===== config.mk =====
export PLATFORM = sky130hd
export DESIGN_NAME = mips_irq_controller
export DESIGN_NICKNAME = d
export VERILOG_FILES = /design/src/rtl/mips_irq_pkg.sv /design/src/rtl/mips_irq_prio_enc.sv /design/src/rtl/mips_irq_controller.sv
export SDC_FILE = /design/constraint.sdc
export NUM_CORES = 1
export LEC_CHECK = 0
export CORE_MARGIN = 3
export CORE_UTILIZATION = 30
export CTS_CLUSTER_SIZE = 28
export DETAILED_ROUTE_END_ITERATION = 16
export RECOVER_POWER = 100
export SETUP_SLACK_MARGIN = 0.02
export SLEW_MARGIN = 20
export SYNTH_ARGS = -nofsm -noshare
export SYNTH_HDL_FRONTEND = slang
export SYNTH_SLANG_ARGS = --single-unit

===== constraint.sdc =====
create_clock -name clk -period 1.9 [get_ports clk]
set_input_delay 0.285 -clock clk [delete_from_list [all_inputs] [get_ports clk]]
set_output_delay 0.285 -clock clk [all_outputs]
set_load 0.05 [all_outputs]

===== src/rtl/mips_irq_pkg.sv =====
// mips_irq_pkg: shared types and default constants for the MIPS interrupt
// controller.
//   irq_state_e     - controller FSM state encoding
//   DEF_VEC_BASE    - default vector of channel 0
//   DEF_VEC_STRIDE  - default byte distance between channel vectors
//   DEF_NMI_VEC     - default NMI vector
package mips_irq_pkg;

  typedef enum logic [2:0] {
    ST_IDLE,
    ST_REQ,
    ST_SVC,
    ST_NMI_REQ,
    ST_NMI_SVC
  } irq_state_e;

  localparam logic [31:0] DEF_VEC_BASE   = 32'h0000_0080;
  localparam int          DEF_VEC_STRIDE = 8;
  localparam logic [31:0] DEF_NMI_VEC    = 32'h0000_0100;

endpackage


===== src/rtl/mips_irq_prio_enc.sv =====
// mips_irq_prio_enc: lowest-index-first priority encoder.
//   i_req   - request vector
//   o_valid - any request set
//   o_idx   - index of the lowest set bit (0 when none)
module mips_irq_prio_enc #(
  parameter  int N  = 8,
  localparam int IW = $clog2(N)
) (
  input  logic [N-1:0]  i_req,
  output logic          o_valid,
  output logic [IW-1:0] o_idx
);

  // Scan from the top down so the lowest set bit is the last one written.
  always_comb begin
    o_valid = |i_req;
    o_idx   = '0;
    for (int i = N - 1; i >= 0; i--)
      if (i_req[i]) o_idx = IW'(i);
  end

endmodule


===== src/rtl/mips_irq_controller.sv =====
// mips_irq_controller: vectored interrupt controller for the multi-cycle MIPS
// core. NUM_IRQ maskable channels (level or rising-edge per EDGE_MASK) plus a
// rising-edge NMI that may preempt one maskable service level.
//   clk, rst_n      - clock, asynchronous active-low reset
//   i_irq           - channel requests
//   i_nmi           - non-maskable request (rising edge)
//   i_int_disable   - global disable of maskable channels
//   i_mask_wr/wdata - enable mask write (1 = enabled)
//   i_int_ack       - core took the presented interrupt
//   i_eoi           - handler returned
//   o_int_req       - request to the core
//   o_int_is_nmi    - current request/service is the NMI
//   o_int_vector    - handler address while o_int_req = 1
//   o_active_id     - channel being requested/serviced
//   o_in_service    - a handler is running
//   o_pending       - pending register
module mips_irq_controller
  import mips_irq_pkg::*;
#(
  parameter  int                 NUM_IRQ    = 8,
  parameter  int                 VEC_W      = 32,
  parameter  logic [VEC_W-1:0]   VEC_BASE   = VEC_W'(DEF_VEC_BASE),
  parameter  int                 VEC_STRIDE = DEF_VEC_STRIDE,
  parameter  logic [VEC_W-1:0]   NMI_VEC    = VEC_W'(DEF_NMI_VEC),
  parameter  logic [NUM_IRQ-1:0] EDGE_MASK  = '0,
  localparam int                 IW         = $clog2(NUM_IRQ)
) (
  input  logic               clk,
  input  logic               rst_n,
  input  logic [NUM_IRQ-1:0] i_irq,
  input  logic               i_nmi,
  input  logic               i_int_disable,
  input  logic               i_mask_wr,
  input  logic [NUM_IRQ-1:0] i_mask_wdata,
  input  logic               i_int_ack,
  input  logic               i_eoi,
  output logic               o_int_req,
  output logic               o_int_is_nmi,
  output logic [VEC_W-1:0]   o_int_vector,
  output logic [IW-1:0]      o_active_id,
  output logic               o_in_service,
  output logic [NUM_IRQ-1:0] o_pending
);

  irq_state_e         r_state, w_state_nxt;
  logic [IW-1:0]      r_id, w_id_nxt;
  logic               r_nested, w_nested_nxt;
  logic [NUM_IRQ-1:0] r_irq_q, r_pend, r_mask;
  logic               r_nmi_q, r_nmi_pend;
  logic               r_int_req, r_is_nmi, r_in_svc;
  logic [VEC_W-1:0]   r_vec, w_vec_nxt;

  logic [NUM_IRQ-1:0] w_elig, w_edge_set, w_ack_clr, w_pend_nxt;
  logic               w_win_vld, w_ack_req, w_ack_nmi, w_nmi_set;
  logic [IW-1:0]      w_win_id;

  assign w_elig = r_pend & r_mask & ~{NUM_IRQ{i_int_disable}};

  mips_irq_prio_enc #(.N(NUM_IRQ)) u_prio (
    .i_req   (w_elig),
    .o_valid (w_win_vld),
    .o_idx   (w_win_id)
  );

  // Acks only count in the matching request state.
  assign w_ack_req  = i_int_ack && (r_state == ST_REQ);
  assign w_ack_nmi  = i_int_ack && (r_state == ST_NMI_REQ);
  assign w_edge_set = i_irq & ~r_irq_q;
  assign w_ack_clr  = w_ack_req ? (NUM_IRQ'(1) << r_id) : '0;
  // Edge channels: a fresh edge wins over the ack clear. Level channels
  // simply follow the sampled input.
  assign w_pend_nxt = (EDGE_MASK & (w_edge_set | (r_pend & ~w_ack_clr))) |
                      (~EDGE_MASK & i_irq);
  assign w_nmi_set  = i_nmi & ~r_nmi_q;

  always_ff @(posedge clk or negedge rst_n) begin
    if (!rst_n) begin
      r_irq_q    <= '0;
      r_pend     <= '0;
      r_mask     <= '0;
      r_nmi_q    <= 1'b0;
      r_nmi_pend <= 1'b0;
    end else begin
      r_irq_q    <= i_irq;
      r_pend     <= w_pend_nxt;
      r_nmi_q    <= i_nmi;
      r_nmi_pend <= w_nmi_set | (r_nmi_pend & ~w_ack_nmi);
      if (i_mask_wr) r_mask <= i_mask_wdata;
    end
  end

  always_comb begin
    w_state_nxt  = r_state;
    w_id_nxt     = r_id;
    w_nested_nxt = r_nested;
    case (r_state)
      ST_IDLE:
        if (r_nmi_pend) w_state_nxt = ST_NMI_REQ;
        else if (w_win_vld) begin
          w_state_nxt = ST_REQ;
          w_id_nxt    = w_win_id;
        end
      // An ack in the same cycle as an NMI wins: the core saw the maskable
      // request, and the NMI then preempts its service as a nested level.
      ST_REQ:
        if (i_int_ack) w_state_nxt = ST_SVC;
        else if (r_nmi_pend) w_state_nxt = ST_NMI_REQ;
      ST_SVC:
        if (i_eoi) w_state_nxt = ST_IDLE;
        else if (r_nmi_pend) begin
          w_state_nxt  = ST_NMI_REQ;
          w_nested_nxt = 1'b1;
        end
      ST_NMI_REQ:
        if (i_int_ack) w_state_nxt = ST_NMI_SVC;
      ST_NMI_SVC:
        if (i_eoi) begin
          w_state_nxt  = r_nested ? ST_SVC : ST_IDLE;
          w_nested_nxt = 1'b0;
        end
      default: w_state_nxt = ST_IDLE;
    endcase

    w_vec_nxt = '0;
    if (w_state_nxt inside {ST_NMI_REQ, ST_NMI_SVC})
      w_vec_nxt = NMI_VEC;
    else if (w_state_nxt == ST_REQ)
      w_vec_nxt = VEC_BASE + VEC_W'(w_id_nxt) * VEC_W'(VEC_STRIDE);
  end

  always_ff @(posedge clk or negedge rst_n) begin
    if (!rst_n) begin
      r_state   <= ST_IDLE;
      r_id      <= '0;
      r_nested  <= 1'b0;
      r_int_req <= 1'b0;
      r_is_nmi  <= 1'b0;
      r_in_svc  <= 1'b0;
      r_vec     <= '0;
    end else begin
      r_state   <= w_state_nxt;
      r_id      <= w_id_nxt;
      r_nested  <= w_nested_nxt;
      r_int_req <= w_state_nxt inside {ST_REQ, ST_NMI_REQ};
      r_is_nmi  <= w_state_nxt inside {ST_NMI_REQ, ST_NMI_SVC};
      r_in_svc  <= w_state_nxt inside {ST_SVC, ST_NMI_SVC};
      r_vec     <= w_vec_nxt;
    end
  end

  assign o_int_req    = r_int_req;
  assign o_int_is_nmi = r_is_nmi;
  assign o_in_service = r_in_svc;
  assign o_int_vector = r_vec;
  assign o_active_id  = r_id;
  assign o_pending    = r_pend;

endmodule


==> run summary <==
Remaining DRCs - 0
Final WL - 3020 um
Synth cell types - 35
ANT cells - 0
Lkg Pwr - 0.935 nW
DPL Wire Length - 2350 um
Layout area overhead - 30.5%
DRT iter0 DRCs - 37
Max stage delay on crit path - 0.89 ns
FMAX - 0.548 GHz
Clock transition at path regs - 0.06 ns
Worst R2R Start - r_state[0]$_DFF_PN0_
Worst R2R End - o_int_vector[3]$_DFF_PN0_
R2R setup slack - 0.19 ns
Die width - 78.1 um
CP Cell Sequence - dlygate4sd3_1
Hold_buf cts - 0
Worst Path Max Fanout - 3
Placed cell count - 249
Period utilization - 96.0%
Clk sinks - 32
Layout cell share with drive strength beyond 1 - 11.1%
Worst path required time - 1.62 ns
Via Count - 1081
Via density - 4.21
Initial antenna violation count - 0
Nets - 212
Delay-heaviest family, CP - buffers and inverters
GR Overflow Total - 0
Total Power - 0.00277 W
I/O Buffers - 41
1st-pass router iterations - 5
Core area - 0.00488 mm^2
Crit. Startpoint - o_pending[1]$_DFF_PN0_
CP Capture Type - primary output
Pin count of the biggest net entering global routing - 33
Setup TNS Final - 0 ns
Worst Tran Pin Value - 0.758 ns
Max Slew Vio Count - 0
Synth Instances - 141
Max cap viols - 0
Relative slew slack - 49.5%
Slowest stage cell, crit path - dlygate4sd3_1
Status - finished, final reports clean
Ys Warns - 0
Setup CP Type - reg -> out
Post-cts sizing count - 0
Hold Fails Final Rpt - 0
Row Count - 25
Clock Path Buffers - 2
Non-Filler Instances - 257
VDD IR-drop max - 828 uV
GRT Util Overall - 10.8%
Post-CTS Setup Inserts - 0
Critical path depth in cells - 1
Sequential share of the synthesized area - 51.3%
CTS tree - done
Initial core utilization - 32.0%
WP data arrival - 1.54 ns
Startpoint Class - flop
Sum of buffers and inverters on the critical path - 1
Io pins - 69
H-tree depth - 2
RD Place Congestion - 0.759
FF+latch count, synth - 32
Die Area - 0.00610 mm^2
Mapped Area - 0.00156 mm^2
Clk_lat worst skew - 0.28 ns
Worst r2r path cells - 5
Worst Setup EP - o_pending[1]
Post-DR wirelength/cell - 11.8 um
Min cycle time layout - 1.82 ns
CTS Buf Count - 5
Setup violators final - 0
Final ANT Viol Nets - 0
First-pass GRT wire length - 5090 um
RSZ-0062 raised after global routing - false
Root Buffer - clkbuf_8
Pwr per Cell Area - 1360 mW/mm^2
Chip height - 78.1 um
HP Class - reg -> reg
Syn avg cell area - 11.1 um^2
Vias in the first global route - 1066
Setup Skew - 0.00516 ns
## cell families (layout without fill, tap and decap cells)
kind of cell	count (synthesis)	after routing	share of synthesized area, %
compound gates	32	32	15.9
buf+inv	41	64	17.1
flops	32	32	51.3
mux	8	8	5.77
other cells	1	27	0.240
simple gates	27	27	9.70
## flip-flops by register name, summed over array words and instances (netlist names)
register,count
r_nested,1
o_int_vector,5
o_in_service,1
o_active_id,3
r_nmi_q,1
r_state,3
r_nmi_pend,1
o_int_req,1
o_pending,8
r_mask,8
## layout by cell type, fill, tap and decap left out, types with 4 or more instances in the layout
cell	count
a41oi_1	4
a21oi_1	4
a22oi_1	4
inv_1	10
mux2_2	8
nand2_1	12
dfrtp_1	32
clkbuf_8	5
nor2_1	6
clkbuf_1	4
conb_1	27
clkdlybuf4s50_1	15
o21ai_0	4
dlygate4sd3_1	25
## cells in the mapped netlist, drive strengths merged
| master | n | area [um^2] |
|---|---|---|
| o21ai | 4 | 20.0 |
| a21oi | 4 | 20.0 |
| a31oi | 3 | 18.8 |
| nand4b | 2 | 17.5 |
| a2111oi | 1 | 15.0 |
| o32a | 1 | 10.0 |
| and2 | 1 | 6.26 |
| dfrtp | 32 | 801 |
| inv | 10 | 37.5 |
| nor2 | 6 | 25.0 |
| o221ai | 1 | 8.76 |
| conb | 1 | 3.75 |
| nor4 | 1 | 12.5 |
| a211o | 1 | 10.0 |
| o21a | 1 | 7.51 |
| nor4b | 1 | 8.76 |
| nand2 | 12 | 45.0 |
| or4 | 1 | 7.51 |
| a22o | 2 | 17.5 |
| buf | 29 | 221 |
| or3 | 1 | 6.26 |
| nor2b | 1 | 13.8 |
| mux2 | 8 | 90.1 |
| a22oi | 4 | 30.0 |
| and4 | 1 | 8.76 |
| a211oi | 2 | 15.0 |
| o311a | 1 | 10.0 |
| a41oi | 4 | 42.6 |
| o31ai | 2 | 15.0 |
| clkbuf | 2 | 7.51 |
| a21o | 1 | 7.51 |
## worst min path at each step
stage	from	to	cells after the start
6_report	r_nmi_q$_DFF_PN0_	r_nmi_pend$_DFF_PN0_	1
5_1_grt	r_nmi_q$_DFF_PN0_	r_nmi_pend$_DFF_PN0_	1
4_1_cts	rst_n	o_pending[6]$_DFF_PN0_	2
3_5_place_dp	r_nmi_q$_DFF_PN0_	r_nmi_pend$_DFF_PN0_	1
3_3_place_gp	r_nmi_q$_DFF_PN0_	r_nmi_pend$_DFF_PN0_	1
2_1_floorplan	rst_n	o_active_id[0]$_DFF_PN0_	0
## report_power, final
group          internal, W  total [W]  leakage, nW  switching [W]
Combinational     0.000387    0.00117        0.497       0.000782
Clock             0.000389   0.000626       0.0552       0.000237
Sequential        0.000838   0.000977        0.384       0.000139
Total              0.00161    0.00277        0.935        0.00116
## stage by stage
step                util [%]  hold WS [ns]  setup WS [ns]  cell area, um^2
floorplan                  -       -0.0106          0.135             1660
global placement        40.1         0.403         0.0180             1960
detailed placement      40.1         0.421         0.0158             1960
CTS                     42.3         0.404         0.0909             2070
global route            41.7         0.449         0.0384             2040
finish                  41.7         0.425         0.0761             2040
## metal layers
layer | GRT usage (%) | vias to the layer above | part of all wire [%]
met3 | 4.01 | 5 | 8.8
met4 | 5.77 | 0 | 1.8
li1 | - | 537 | -
met2 | 15.5 | 47 | 45
met1 | 13.9 | 492 | 45
met5 | 0 | - | 0
## area by class of cell
cell class,instances,area [um^2]
Clock buffer,6,72.6
Clock inverter,2,35.0
Fill cell,485,2840
Inverter,10,37.5
Multi-Input combinational cell,94,574
Sequential cell,32,801
Tap cell,67,83.8
Timing Repair Buffer,46,432
(Power assumes the default switching activity.)
